## src/rtl/mem_arbiter.sv

```systemverilog
`default_nettype none
`timescale 1ns/1ps
// ============================================================================
// mem_arbiter : round-robin arbiter of two requesters onto one rd/wr master
// Revision    : 1.0
// ============================================================================
module mem_arbiter #(
    parameter int DATA_LEN = 128,
    parameter int TIMEOUT  = 1023
) (
    input  logic                ACLK,
    input  logic                ARESET,
    input  logic                c0_rd_req,
    input  logic                c0_wr_req,
    input  logic [26:0]         c0_addr,
    input  logic [DATA_LEN-1:0] c0_wr_data,
    output logic [DATA_LEN-1:0] c0_rd_data,
    output logic                c0_done,
    input  logic                c1_rd_req,
    input  logic                c1_wr_req,
    input  logic [26:0]         c1_addr,
    input  logic [DATA_LEN-1:0] c1_wr_data,
    output logic [DATA_LEN-1:0] c1_rd_data,
    output logic                c1_done,
    output logic                rd_en,
    output logic [26:0]         rd_addr,
    input  logic [DATA_LEN-1:0] rd_data,
    input  logic                rd_fin,
    output logic                wr_en,
    output logic [26:0]         wr_addr,
    output logic [DATA_LEN-1:0] wr_data,
    input  logic                wr_fin,
    output logic                busy,
    output logic                grant,
    output logic                timeout_err
);

    typedef enum logic [1:0] {
        IDLE    = 2'd0,
        RD_WAIT = 2'd1,
        WR_WAIT = 2'd2,
        DONE    = 2'd3
    } state_t;

    localparam logic [15:0] c_timeout_cnt = 16'(TIMEOUT);

    state_t                state_q,    state_d;
    logic                  grant_q,    grant_d;
    logic                  rd_en_q,    rd_en_d;
    logic                  wr_en_q,    wr_en_d;
    logic [26:0]           rd_addr_q,  rd_addr_d;
    logic [26:0]           wr_addr_q,  wr_addr_d;
    logic [DATA_LEN-1:0]   wr_data_q,  wr_data_d;
    logic [DATA_LEN-1:0]   rd_data0_q, rd_data0_d;
    logic [DATA_LEN-1:0]   rd_data1_q, rd_data1_d;
    logic                  done0_q,    done0_d;
    logic                  done1_q,    done1_d;
    logic [15:0]           cnt_q,      cnt_d;
    logic                  tout_q,     tout_d;

    logic                  w_req0;
    logic                  w_req1;
    logic                  w_win;
    logic                  w_win_wr;
    logic [26:0]           w_win_addr;
    logic [DATA_LEN-1:0]   w_win_wdata;

    assign w_req0      = c0_rd_req | c0_wr_req;
    assign w_req1      = c1_rd_req | c1_wr_req;
    // On contention the requester other than the last grant wins.
    assign w_win       = (w_req0 & w_req1) ? ~grant_q : w_req1;
    assign w_win_wr    = w_win ? c1_wr_req  : c0_wr_req;
    assign w_win_addr  = w_win ? c1_addr    : c0_addr;
    assign w_win_wdata = w_win ? c1_wr_data : c0_wr_data;

    always_comb begin
        state_d    = state_q;
        grant_d    = grant_q;
        rd_en_d    = 1'b0;
        wr_en_d    = 1'b0;
        rd_addr_d  = rd_addr_q;
        wr_addr_d  = wr_addr_q;
        wr_data_d  = wr_data_q;
        rd_data0_d = rd_data0_q;
        rd_data1_d = rd_data1_q;
        done0_d    = 1'b0;
        done1_d    = 1'b0;
        cnt_d      = cnt_q;
        tout_d     = tout_q;

        case (state_q)
            IDLE: begin
                if (w_req0 | w_req1) begin
                    grant_d = w_win;
                    cnt_d   = 16'd0;
                    if (w_win_wr) begin
                        wr_en_d   = 1'b1;
                        wr_addr_d = w_win_addr;
                        wr_data_d = w_win_wdata;
                        state_d   = WR_WAIT;
                    end else begin
                        rd_en_d   = 1'b1;
                        rd_addr_d = w_win_addr;
                        state_d   = RD_WAIT;
                    end
                end
            end
            RD_WAIT: begin
                if (rd_fin) begin
                    if (grant_q) rd_data1_d = rd_data;
                    else         rd_data0_d = rd_data;
                    state_d = DONE;
                end else if (cnt_q == c_timeout_cnt) begin
                    tout_d  = 1'b1;
                    state_d = DONE;
                end else begin
                    cnt_d = cnt_q + 16'd1;
                end
            end
            WR_WAIT: begin
                if (wr_fin) begin
                    state_d = DONE;
                end else if (cnt_q == c_timeout_cnt) begin
                    tout_d  = 1'b1;
                    state_d = DONE;
                end else begin
                    cnt_d = cnt_q + 16'd1;
                end
            end
            DONE: begin
                state_d = IDLE;
            end
            default: begin
                state_d = IDLE;
            end
        endcase

        // The done pulse is registered on the edge that enters DONE.
        if (state_d == DONE && state_q != DONE) begin
            done0_d = ~grant_q;
            done1_d = grant_q;
        end
    end

    always_ff @(posedge ACLK or posedge ARESET) begin
        if (ARESET) begin
            state_q    <= IDLE;
            grant_q    <= 1'b1;
            rd_en_q    <= 1'b0;
            wr_en_q    <= 1'b0;
            rd_addr_q  <= '0;
            wr_addr_q  <= '0;
            wr_data_q  <= '0;
            rd_data0_q <= '0;
            rd_data1_q <= '0;
            done0_q    <= 1'b0;
            done1_q    <= 1'b0;
            cnt_q      <= 16'd0;
            tout_q     <= 1'b0;
        end else begin
            state_q    <= state_d;
            grant_q    <= grant_d;
            rd_en_q    <= rd_en_d;
            wr_en_q    <= wr_en_d;
            rd_addr_q  <= rd_addr_d;
            wr_addr_q  <= wr_addr_d;
            wr_data_q  <= wr_data_d;
            rd_data0_q <= rd_data0_d;
            rd_data1_q <= rd_data1_d;
            done0_q    <= done0_d;
            done1_q    <= done1_d;
            cnt_q      <= cnt_d;
            tout_q     <= tout_d;
        end
    end

    assign c0_rd_data  = rd_data0_q;
    assign c1_rd_data  = rd_data1_q;
    assign c0_done     = done0_q;
    assign c1_done     = done1_q;
    assign rd_en       = rd_en_q;
    assign rd_addr     = rd_addr_q;
    assign wr_en       = wr_en_q;
    assign wr_addr     = wr_addr_q;
    assign wr_data     = wr_data_q;
    assign busy        = (state_q != IDLE);
    assign grant       = grant_q;
    assign timeout_err = tout_q;

endmodule
`default_nettype wire

```

## config.mk

```make
export PLATFORM = sky130hd
export DESIGN_NAME = mem_arbiter
export DESIGN_NICKNAME = d
export VERILOG_FILES = /design/src/rtl/mem_arbiter.sv
export SDC_FILE = /design/constraint.sdc
export NUM_CORES = 1
export LEC_CHECK = 0
export ABC_AREA = 1
export CORE_AREA = 2 2 347 349
export CTS_CLUSTER_DIAMETER = 30
export DETAILED_ROUTE_END_ITERATION = 12
export DIE_AREA = 0 0 349 351
export DONT_BUFFER_PORTS = 1
export PLACE_DENSITY = 0.35
export SYNTH_ARGS = -nofsm -noshare
export SYNTH_HDL_FRONTEND = slang
export SYNTH_SLANG_ARGS = --single-unit
```

## constraint.sdc

```tcl
create_clock -name ACLK -period 35.7 [get_ports ACLK]
set_clock_uncertainty 0.2 [all_clocks]
set_input_delay 7.14 -clock ACLK [delete_from_list [all_inputs] [get_ports ACLK]]
set_output_delay 7.14 -clock ACLK [all_outputs]
set_load 0.01 [all_outputs]
```

# Yosys cells after proc, flatten, opt, wreduce, memory -nomap -nowiden
# Cells that the tools add are included.
dict set report op_classes {
  add_sub_neg 1
  eq_ne 9
  mux 27
  bitwise 6
  reduce_logical 12
}
# cell count
set op_table {}
lappend op_table {{$mux W128} 1}
lappend op_table {{$mux W16} 4}
lappend op_table {{$pmux W16 S3} 1}
lappend op_table {{$mux W27} 1}
lappend op_table {{$add A16 B1 Y16 const B} 1}
lappend op_table {{$eq A16 B10 Y1 const B} 1}
lappend op_table {{$reduce_and A3 Y1} 5}
lappend op_table {{$mux W1} 13}
lappend op_table {{$mux W2} 5}
lappend op_table {{$ne A2 B2 Y1 const B} 4}
lappend op_table {{$pmux W2 S4} 1}
lappend op_table {{$eq A2 B2 Y1 const B} 3}
lappend op_table {{$reduce_and A4 Y1} 1}
lappend op_table {{$reduce_bool A2 Y1} 2}
lappend op_table {{$or A1 B1 Y1} 3}
lappend op_table {{$reduce_bool A3 Y1} 1}
lappend op_table {{$eq A2 B1 Y1 const B} 1}
lappend op_table {{$logic_not A2 Y1} 1}
lappend op_table {{$not A1 Y1} 2}
lappend op_table {{$pmux W1 S2} 1}
lappend op_table {{$reduce_and A2 Y1} 1}
lappend op_table {{$and A1 B1 Y1} 1}
lappend op_table {{$logic_and A1 B1 Y1} 1}
dict set report word_totals {
  register_bits 462
  input_bits 446
  output_inout_bits 445
  wordCells 68
}

# Logic depth before layout (Yosys ltp)
dict set report depth {
  ltp_word 10
  ltp_mapped 10
  ltp_nobuf 10
}

# Worst setup path after synthesis
# OpenSTA, ideal clock, no wires.
dict set report synth_timing {
  kind {input to register}
  from {in c1_wr_req}
  to {reg wr_data_q[0] (netlist: wr_data[0])}
  setup_ps 124
  arrival_ps 8052
  t_required_ps 35376
  setup_slack_ps 27324
  cell_stages 10
  path_buffers 2
  path_cell_list {nor2_2 inv_2 nand2_4 nand2_2 nand2_1 nand2_2 buf_4 buf_4 nand2_1 o31ai_2}
}
dict set report synth_via {
  elab_chain_len 5
  elab_cells_between_ends 7
  cone_classes {mux: 3; bitwise: 3; reduce/logical: 1}
}
# item line
set synth_lines {}
lappend synth_lines {{start: declaration} 20} ;# input logic c1_wr_req,
lappend synth_lines {{$or A1 B1 Y1} 69} ;# assign w_req1 = c1_rd_req | c1_wr_req;
lappend synth_lines {{$and A1 B1 Y1} 71} ;# assign w_win = (w_req0 & w_req1) ? ~grant_q : w_req1;
lappend synth_lines {{$mux W1} 71}
lappend synth_lines {{$mux W1} 72} ;# assign w_win_wr = w_win ? c1_wr_req : c0_wr_req;
lappend synth_lines {{$reduce_and A3 Y1 (no line)} --}
lappend synth_lines {{end signal: assignment} 167} ;# wr_data_q <= wr_data_d;
lappend synth_lines {{end: declaration} 53} ;# logic [DATA_LEN-1:0] wr_data_q, wr_data_d;
# Several ways; a longest one is shown, not always the timed one.
# A chain may end at the register's enable or synchronous reset.

# Worst setup path after layout
dict set report layout_timing {
  from {in c0_wr_req}
  to {reg wr_data_q[24] (netlist: wr_data[24])}
}
dict set report layout_via {
  elab_chain_len 5
  elab_cells_between_ends 7
  cone_classes {mux: 3; bitwise: 3; reduce/logical: 1}
}
# item line
set layout_lines {}
lappend layout_lines {{start: declaration} 14} ;# input logic c0_wr_req,
lappend layout_lines {{$or A1 B1 Y1} 68} ;# assign w_req0 = c0_rd_req | c0_wr_req;
lappend layout_lines {{$and A1 B1 Y1} 71}
lappend layout_lines {{$mux W1} 71}
lappend layout_lines {{$mux W1} 72}
lappend layout_lines {{$reduce_and A3 Y1 (no line)} --}
# Several ways; a longest one is shown, not always the timed one.

==> flow_summary.json <==
{
  "ir_worst_vdd_mv": 0.0492,
  "clock_latency_ns": 0.73,
  "drc": 0,
  "synth_cell_types": 32,
  "avgSynthCellArea_um2": 9.09,
  "rsz0062_at_grt": "false",
  "path_class": "input pin to register",
  "seq_area_mm2": 0.0116,
  "ys_seq_area_frac": 0.587,
  "yosys_most_used_dff": "dfrtp_1",
  "period_needed_ns": 9.41,
  "max_clock_freq_mhz": 106,
  "drt_iter0_drc": 850,
  "antenna_found_initial": 18,
  "wl_um": 86700,
  "overflow": 0,
  "fin_area_mm2": 0.0263,
  "cp-start-kind": "input pin",
  "synthTopCellsByArea": "dfrtp_1 (59%), nand2_1 (13%), o21ai_0 (6.7%)",
  "yosys_register_bits": 462,
  "htree_levels": 4,
  "setup_viol": 0,
  "syn-cell-area_mm2": 0.0197,
  "grt_pass1_wl_um": 117000,
  "async_reset_ff_frac": 1.00,
  "final_nets": 2654,
  "cp_max_fo": 178,
  "numCtsBuffers": 150,
  "grt_max_degree": 179,
  "fin_setup_tns_ns": 0,
  "cts.sink_count": 462,
  "synth_top_area_cell": "dfrtp_1",
  "status": "finished, final reports clean",
  "hold_path_class": "register to register",
  "synth_nets": 2619,
  "period_share": 0.264,
  "cts_hold_buf": 0,
  "slew_headroom": 0.282,
  "wl_per_cell_um": 22.4,
  "netlist_instances": 2168,
  "synth.most_common_cell": "nand2_1",
  "max_cap_viol_count": 0,
  "gp_congestion": 0.783,
  "placed_area_mm2": 0.0211,
  "start_util": 0.166,
  "clockBufferDepth": 3,
  "synth-edff-count": 0,
  "multi_input_area_mm2": 0.00691,
  "io_pins": 891,
  "grt_pass1_vias": 14840,
  "drive_gt1_frac": 0.168,
  "post_cts_buffers": 0,
  "vias": 15062,
  "floorplan.die_area_mm2": 0.122,
  "die_h_um": 351,
  "die_w_um": 349,
  "dr.pass1.iters": 5,
  "end_kind": "register",
  "num_rows": 127,
  "coreArea_mm2": 0.119,
  "drv_slew": 0,
  "fillers": 13049,
  "clk_pin_slew_ns": 0.04,
  "track_usage": 0.135,
  "post_cts_resized": 0,
  "yosys_warnings": 0,
  "ant_nets": 0,
  "cts-root-buf": "clkbuf_16",
  "worst_slack_ns": 26.29,
  "portBuffers": 0,
  "dpl.hpwl_um": 64800,
  "syn_to_final_growth_pct": 33.5,
  "final_hold_viol_count": 0,
  "dp_worst_setup_slack_ns": 25.53,
  "required_ns": 36.13,
  "cts_tree": "yes",
  "cp.arrival_ns": 9.84,
  "synth_top_area_share": 0.585,
  "p_leak_nw": 12.5,
  "ys_top_cells_by_count": "nand2_1 (687), dfrtp_1 (461), nor2_1 (281)",
  "via_per_inst": 3.89,
  "power_density_mw_per_mm2": 114,
  "worstMarginPinSlew_ns": 1.08
}
-- path summary, 6_finish.rpt --
check                            endpoint  slack, ns      start  depth (start not counted)
max                           wr_data[24]      26.29  c0_wr_req                          8
min                             cnt_q[14]       0.32  cnt_q[14]                          2
max reg2reg                c0_rd_data[46]      31.81      grant                          5
min reg2reg                     cnt_q[14]       0.32  cnt_q[14]                          2
max in group asynchronous     wr_data[42]      26.84     ARESET                          3
min in group asynchronous  c1_rd_data[33]       6.21     ARESET                          1
-- worst max-delay path, cell delays in order --
cell and delay (ns):
o21ai_2 0.24, nand2_8 0.30, nand2_2 0.15, nand2_1 0.13
nand2_8 0.58, buf_12 0.62, nand2_1 0.16, o31ai_2 0.10
-- registers in the layout, indices dropped and copies added, names as in the netlist --
| register | cells |
|---|---|
| c0_done | 1 |
| c0_rd_data | 128 |
| c1_done | 1 |
| c1_rd_data | 128 |
| cnt_q | 16 |
| grant | 1 |
| rd_addr | 27 |
| rd_en | 1 |
| state_q | 2 |
| timeout_err | 1 |
| wr_addr | 27 |
| wr_data | 128 |
| wr_en | 1 |
-- layout make-up --
cell class,count,area share
flip-flops and latches,462,0.439
multi-input cells,1421,0.263
clock buffers,195,0.159
well taps,1548,0.0736
clock inverters,75,0.0383
inverters,154,0.0224
repair buffers,14,0.00494
diodes,3,0.000285
-- layout by cell type (no fill, tap or decap), drive strengths merged --
cell type / count
dfrtp: 461
o21ai: 268
a21oi: 2
nand4: 5
nand2: 691
dfstp: 1
nor3: 6
clkinv: 51
clkinvlp: 7
nor2: 283
bufinv: 15
diode: 3
ha: 5
or2: 1
buf: 14
clkbuf: 195
o31ai: 128
nand3: 19
nand3b: 1
inv: 156
o21bai: 2
xor2: 10
-- logic make-up after synthesis --
| kind of cell | count (synthesis) | synth area share |
|---|---|---|
| AO/OA/AOI/OAI | 400 | 0.146 |
| flip-flops | 462 | 0.587 |
| buffers and inverters | 285 | 0.0646 |
| XOR/XNOR | 10 | 0.00444 |
| adder cells (fa/ha/maj) | 5 | 0.00317 |
| AND/OR/NAND/NOR | 1006 | 0.195 |
-- layer usage --
layer  up-vias  GRT usage  wire, um
met1      7165      0.146     32200
li1       7065          -         -
met4        10     0.0463      1610
met3       117     0.0683      9630
met2       705      0.227     43200
met5         -          0        77
-- report_power, final --
part / switching, mW / internal (mW) / leakage [nW]
logic: 0.349 / 0.179 / 4.16
clock network: 0.397 / 0.926 / 2.54
registers: 0.399 / 0.761 / 5.81
-- through the flow --
step / total power [mW] / cells / hold WS, ns / utilization
detailed placement: 1.73 / 3599 / 0.308 / 0.178
global placement: 1.72 / 3599 / 0.301 / 0.178
floorplan: 1.44 / 2168 / 0.271 / -
CTS: 3.08 / 3869 / 0.320 / 0.221
global route: 3.19 / 3871 / 0.368 / 0.221
finish: 3.01 / 3872 / 0.316 / 0.221
No activity file was read; power rests on OpenSTA's default activity.
